==> src/rtl/trng_bit_source.sv <==
// Entropy responder: synchronised ring-oscillator samples, von Neumann debiasing,
// a FIFO bit pool, and a one-bit registered output with LFSR fallback and a repetition health test.
module trng_bit_source #(
  parameter int          POOL_BITS  = 64,
  parameter int          SAMPLE_DIV = 4,
  parameter int          REP_LIMIT  = 32,
  parameter logic [15:0] LFSR_SEED  = 16'hACE1
) (
  input  logic                         clk,
  input  logic                         resetn,
  input  logic                         enable,
  input  logic                         raw_noise,
  input  logic                         trng_req,
  output logic                         trng_bit,
  output logic [$clog2(POOL_BITS):0]   pool_level,
  output logic [15:0]                  underflow_cnt,
  output logic                         health_fail
);

  localparam int PW = $clog2(POOL_BITS);
  localparam int LW = PW + 1;
  localparam int DW = (SAMPLE_DIV > 1) ? $clog2(SAMPLE_DIV) : 1;

  localparam logic [DW-1:0] DIV_LAST   = DW'(SAMPLE_DIV - 1);
  localparam logic [LW-1:0] LEVEL_FULL = LW'(POOL_BITS);
  localparam logic [7:0]    REP_MAX    = 8'(REP_LIMIT);

  localparam logic [0:0] ST_EMPTY = 1'b0;
  localparam logic [0:0] ST_FRESH = 1'b1;

  logic          sync1_q, sync2_q;
  logic [DW-1:0] div_q, div_d;
  logic          prev_q, prev_d;
  logic [7:0]    rep_q, rep_d;
  logic          fail_q, fail_d;
  logic          pair_full_q, pair_full_d;
  logic          first_q, first_d;
  logic [PW-1:0] wr_q, wr_d;
  logic [PW-1:0] rd_q, rd_d;
  logic [LW-1:0] level_q, level_d;
  logic [0:0]    state_q, state_d;
  logic          bit_q, bit_d;
  logic [15:0]   lfsr_q, lfsr_d;
  logic [15:0]   unf_q, unf_d;

  logic pool_mem [POOL_BITS];

  logic sample_tick;
  logic push_req;
  logic push;
  logic pop;
  logic fallback;
  logic lfsr_fb;

  always_comb begin
    sample_tick = enable && (div_q == DIV_LAST);

    div_d = div_q;
    if (enable) begin
      div_d = (div_q == DIV_LAST) ? '0 : div_q + DW'(1);
    end

    // Repetition count saturates so a long stuck run cannot wrap back below the limit.
    rep_d  = rep_q;
    prev_d = prev_q;
    if (sample_tick) begin
      prev_d = sync2_q;
      if (sync2_q == prev_q) begin
        rep_d = (rep_q == 8'hFF) ? rep_q : rep_q + 8'd1;
      end else begin
        rep_d = 8'd1;
      end
    end
    fail_d = fail_q | (sample_tick && (rep_d == REP_MAX));

    pair_full_d = pair_full_q;
    first_d     = first_q;
    if (!enable) begin
      pair_full_d = 1'b0;
    end else if (sample_tick) begin
      pair_full_d = !pair_full_q;
      if (!pair_full_q) begin
        first_d = sync2_q;
      end
    end

    // A differing pair pushes its first sample: 01 -> 0, 10 -> 1.
    push_req = sample_tick && pair_full_q && (first_q != sync2_q) && !fail_q;
    pop      = (level_q != '0) && ((state_q == ST_EMPTY) || trng_req);
    fallback = trng_req && (level_q == '0);
    push     = push_req && ((level_q != LEVEL_FULL) || pop);

    wr_d    = push ? wr_q + PW'(1) : wr_q;
    rd_d    = pop  ? rd_q + PW'(1) : rd_q;
    level_d = level_q + LW'(push) - LW'(pop);

    lfsr_fb = lfsr_q[0] ^ lfsr_q[2] ^ lfsr_q[3] ^ lfsr_q[5];
    lfsr_d  = fallback ? {lfsr_fb, lfsr_q[15:1]} : lfsr_q;
    unf_d   = (fallback && (unf_q != 16'hFFFF)) ? unf_q + 16'd1 : unf_q;

    bit_d   = bit_q;
    state_d = state_q;
    if (pop) begin
      bit_d   = pool_mem[rd_q];
      state_d = ST_FRESH;
    end else if (fallback) begin
      bit_d   = lfsr_q[0];
      state_d = ST_FRESH;
    end
  end

  always_ff @(posedge clk) begin
    if (push) begin
      pool_mem[wr_q] <= first_q;
    end
  end

  always_ff @(posedge clk or negedge resetn) begin
    if (!resetn) begin
      sync1_q     <= 1'b0;
      sync2_q     <= 1'b0;
      div_q       <= '0;
      prev_q      <= 1'b0;
      rep_q       <= 8'd1;
      fail_q      <= 1'b0;
      pair_full_q <= 1'b0;
      first_q     <= 1'b0;
      wr_q        <= '0;
      rd_q        <= '0;
      level_q     <= '0;
      state_q     <= ST_EMPTY;
      bit_q       <= 1'b0;
      lfsr_q      <= LFSR_SEED;
      unf_q       <= '0;
    end else begin
      sync1_q     <= raw_noise;
      sync2_q     <= sync1_q;
      div_q       <= div_d;
      prev_q      <= prev_d;
      rep_q       <= rep_d;
      fail_q      <= fail_d;
      pair_full_q <= pair_full_d;
      first_q     <= first_d;
      wr_q        <= wr_d;
      rd_q        <= rd_d;
      level_q     <= level_d;
      state_q     <= state_d;
      bit_q       <= bit_d;
      lfsr_q      <= lfsr_d;
      unf_q       <= unf_d;
    end
  end

  assign trng_bit      = bit_q;
  assign pool_level    = level_q;
  assign underflow_cnt = unf_q;
  assign health_fail   = fail_q;

endmodule

==> config.mk <==
export PLATFORM = sky130hd
export DESIGN_NAME = trng_bit_source
export DESIGN_NICKNAME = d
export VERILOG_FILES = /design/src/rtl/trng_bit_source.sv
export SDC_FILE = /design/constraint.sdc
export NUM_CORES = 1
export LEC_CHECK = 0
export BUFFER_PORTS_ARGS = -buffer_cell sky130_fd_sc_hd__buf_2
export CAP_MARGIN = 20
export CELL_PAD_IN_SITES_DETAIL_PLACEMENT = 1
export CELL_PAD_IN_SITES_GLOBAL_PLACEMENT = 1
export CORE_MARGIN = 1
export CORE_UTILIZATION = 55
export CTS_CLUSTER_SIZE = 28
export DETAILED_ROUTE_END_ITERATION = 8
export PLACE_DENSITY = 0.9
export SETUP_SLACK_MARGIN = 0.15
export SYNTH_ARGS = -nofsm -noshare
export SYNTH_HDL_FRONTEND = slang
export SYNTH_SLANG_ARGS = --single-unit
==> constraint.sdc <==
create_clock -name clk -period 9.2 [get_ports clk]
set_input_delay 1.84 -clock clk [delete_from_list [all_inputs] [get_ports clk]]
set_output_delay 1.84 -clock clk [all_outputs]
set_load 0.05 [all_outputs]
==> results by group <==
Routing
  – Max layer used: met4
  – WL final: approximately 15,000 um
  – Wl on met1: between 5000 and 6000 um
  – DR WL met3: between 500 and 600 um
  – DRT antenna net count: 0
  – DR WL met2: about 8100 um
  – DRC: 0
  – First-pass iteration count of the detailed router: 4
  – DRT iter0 DRCs: 293
  – Mean number of vias per cell: between 6 and 7
  – Vias: between 4,000 and 5,000
  – WL/cell: between 20 and 25 um

Logic synthesis
  – Unique masters post-synth: 59
  – Synth Register Bits: around 130
  – Syn Area/Cell: ~13 sq um
  – Async set-reset flop share out of synthesis: about half
  – Syn Nets: approximately 500
  – Synth Instances: approximately 480
  – Top_reg_cell synth: edfxtp_1
  – Post-synth EDFFs: 64
  – Netlist Area Pre-Place: around 6200 sq um
  – Register area share after synthesis: 58.6%
  – Ys Warns: 0

Setup path
  – Worst reg2reg path depth: 13
  – Worst setup path class: in -> reg
  – Worst Path Max Fanout: 12
  – CP endpoint kind: flop
  – Setup crit start kind: input port
  – Required time worst endpoint: ~9.5 ns
  – CP arrival: ~4.6 ns

Floorplanning
  – Rows: 38
  – Top-Level Pins: 30
  – Width of the die: 109 um
  – CORE AREA: 10,900 sq um
  – Die Y: ~110 um
  – Initial core utilization: a little under three fifths
  – Die Area: roughly 12,000 sq um

Hold path
  – Worst min path class: reg -> reg
  – WHS Path Cells: 0

Power and ir drop
  – Tot Pwr: ~0.0020 W
  – Lkg Pwr: 2.86 nW
  – Power per standard cell area: about 290 nW/um^2
  – Switch share: 34.7%
  – Net switching power: 0.000711 W
  – Comb pwr share: 27.6%
  – Int Power: roughly 0.0013 W
  – Clock power frac: between 30% and 40%
  – Max IR drop VDD: approximately 0.22 mV
  – Reg power frac: 42.0%

Global route
  – First-pass GRT wire length: roughly 24,000 um
  – Largest net degree at the start of global routing: 70
  – Initial antenna violation count: 0
  – GRT Util Overall: 28.8%
  – Vias in the first global route: 4,424
  – Aggregate global routing overflow: 0

Timing
  – Max_slew headroom: 35.1%
  – RSZ-0062 raised after global routing: no
  – Final hold vios: 0
  – Fmax: 0.232 GHz
  – Sum Neg Setup Slack: 0 ns
  – Worst-Margin Slew: just under 1 ns
  – Final hold slack: between 0.3 and 0.4 ns
  – Post-route clock period utilization: between 40% and 50%
  – Post-layout min period: approximately 4.3 ns
  – Slew Limit Fails: 0
  – Clk_skew: slightly below 0.008 ns
  – Final setup viols: 0

Outcome
  – Status: complete, no violations

Clock network
  – Post-CTS Setup Repair Bufs: 0
  – H-tree Lvls: 4
  – Hold buffers post-CTS: 0
  – Clock root cell: clkbuf_16
  – Total CTS buffers: 17
  – Worst-Skew Late Latency: between 0.4 and 0.5 ns
  – Reg clk slew, reported paths: roughly 0.060 ns
  – CTS tree: built
  – Post-CTS resize count: 0
  – Clk sinks: 133
  – Clk buf depth: 2

Place
  – Detailed Place HPWL: roughly 9300 um
  – I/O Buffers: 29
  – Global placer's final weighted congestion: 0.820
  – Placed cell area: 6470 sq um

Finish
  – Most frequent cells in the layout: nor2_1 (79), edfxtp_1 (64), dfrtp_1 (60)
  – Final core occ: around 64%
  – Layout cells sized above 1: a little under a quarter
  – Layout area overhead: 12.6%
  – # fillers: 1,063
  – Ant. Diodes: 0
  – Most common cell after layout, fill and taps aside: nor2_1
  – Cell area after layout: approximately 7000 sq um
  – Total Nets Final: 530

Job
  – Max-Cap Viols: 0
[power by group through the flow]
stage | clock network [W] | logic (W) | registers, W
final | 0.000624 | 0.000566 | 0.000860
after global routing | 0.000655 | 0.000611 | 0.000870
after global placement | 0 | 0.000484 | 0.000867
after CTS | 0.000633 | 0.000551 | 0.000870
after floorplan | 0 | 0.000367 | 0.000878
after detailed placement | 0 | 0.000525 | 0.000877
[critical path: stages]
cell	delay, ns
buf_2	0.15
nor2b_1	0.11
a21oi_1	0.69
o21ai_0	0.40
o21ai_0	0.18
ha_1	0.22
fa_1	0.22
a21oi_1	0.08
o21bai_1	0.25
a21oi_1	0.12
o21bai_1	0.18
xnor2_1	0.18
[registers in the layout (all words and copies together), names as in the netlist, 2 cells and up]
name           count
div_q              2
pool_mem          64
rep_q              8
lfsr_q            16
underflow_cnt     16
pool_level         7
rd_q               6
wr_q               6
[path summary, 6_finish.rpt]
path / startpoint / end / slack (ns)
worst max-delay path: trng_req / pool_level[6] / 4.88
max in group asynchronous: resetn / lfsr_q[12] / 7.00
worst min register to register: sync1_q / sync2_q / 0.36
min in group asynchronous: resetn / rep_q[3] / 1.61
worst max register to register: pool_level[4] / pool_level[6] / 5.50
worst min-delay path: sync1_q / sync2_q / 0.36
[stage by stage]
step | std cells | setup WS (ns)
after floorplan | 484 | 5.23
after global placement | 631 | 4.88
after detailed placement | 631 | 4.57
after CTS | 663 | 4.93
after global routing | 664 | 4.66
final | 664 | 4.88
[metal layers]
layer	global-route usage (%)	vias to the layer above
met5	0	-
met4	17.2	0
met3	7.35	48
met2	49.5	111
met1	32.2	2075
li1	-	1801
[area by class of cell]
cell class	instances	area, sq um	share of cell area (%)
clock inverters	4	20.0	0.285
flip-flops and latches	133	3660	52.1
repair buffers	32	175	2.49
inverters	10	37.5	0.534
well taps	140	175	2.49
clock buffers	28	518	7.37
multi-input cells	317	2440	34.7
[cell families after synthesis]
family                   after synthesis  synth area share, %
buffers and inverters                 34                 2.29
AO/OA/AOI/OAI                         45                 4.87
XOR/XNOR                              38                 5.33
AND/OR/NAND/NOR                      181                 16.0
flip-flops                           133                 58.6
multiplexers                          39                 9.90
adder cells (fa/ha/maj)               14                 2.93
[synth_stat cells (all sizes together) (2+ instances only)]
| master | count | area share, % |
|---|---|---|
| or3 | 2 | 0.20 |
| a21oi | 10 | 0.80 |
| nor3 | 5 | 0.40 |
| and2 | 3 | 0.34 |
| and4 | 2 | 0.28 |
| or3b | 2 | 0.28 |
| inv | 10 | 0.60 |
| mux2 | 22 | 4.0 |
| nor3b | 2 | 0.24 |
| o21bai | 3 | 0.36 |
| nand3b | 7 | 1.6 |
| xnor2 | 26 | 3.6 |
| nor2 | 79 | 4.8 |
| edfxtp | 64 | 31 |
| nand2 | 29 | 1.8 |
| a22oi | 3 | 0.36 |
| o21ai | 11 | 0.88 |
| nand4 | 15 | 1.7 |
| dfstp | 9 | 3.8 |
| buf | 14 | 1.1 |
| clkbuf | 10 | 0.62 |
| dfrtp | 60 | 24 |
| nor4 | 2 | 0.44 |
| xor2 | 12 | 1.7 |
| nand3 | 17 | 1.6 |
| nor2b | 3 | 0.30 |
| mux4 | 16 | 5.8 |
| and3 | 5 | 0.50 |
| a31oi | 8 | 0.80 |
| nand4b | 3 | 0.52 |
| ha | 13 | 2.6 |
Power figures use the tool's default switching activity.
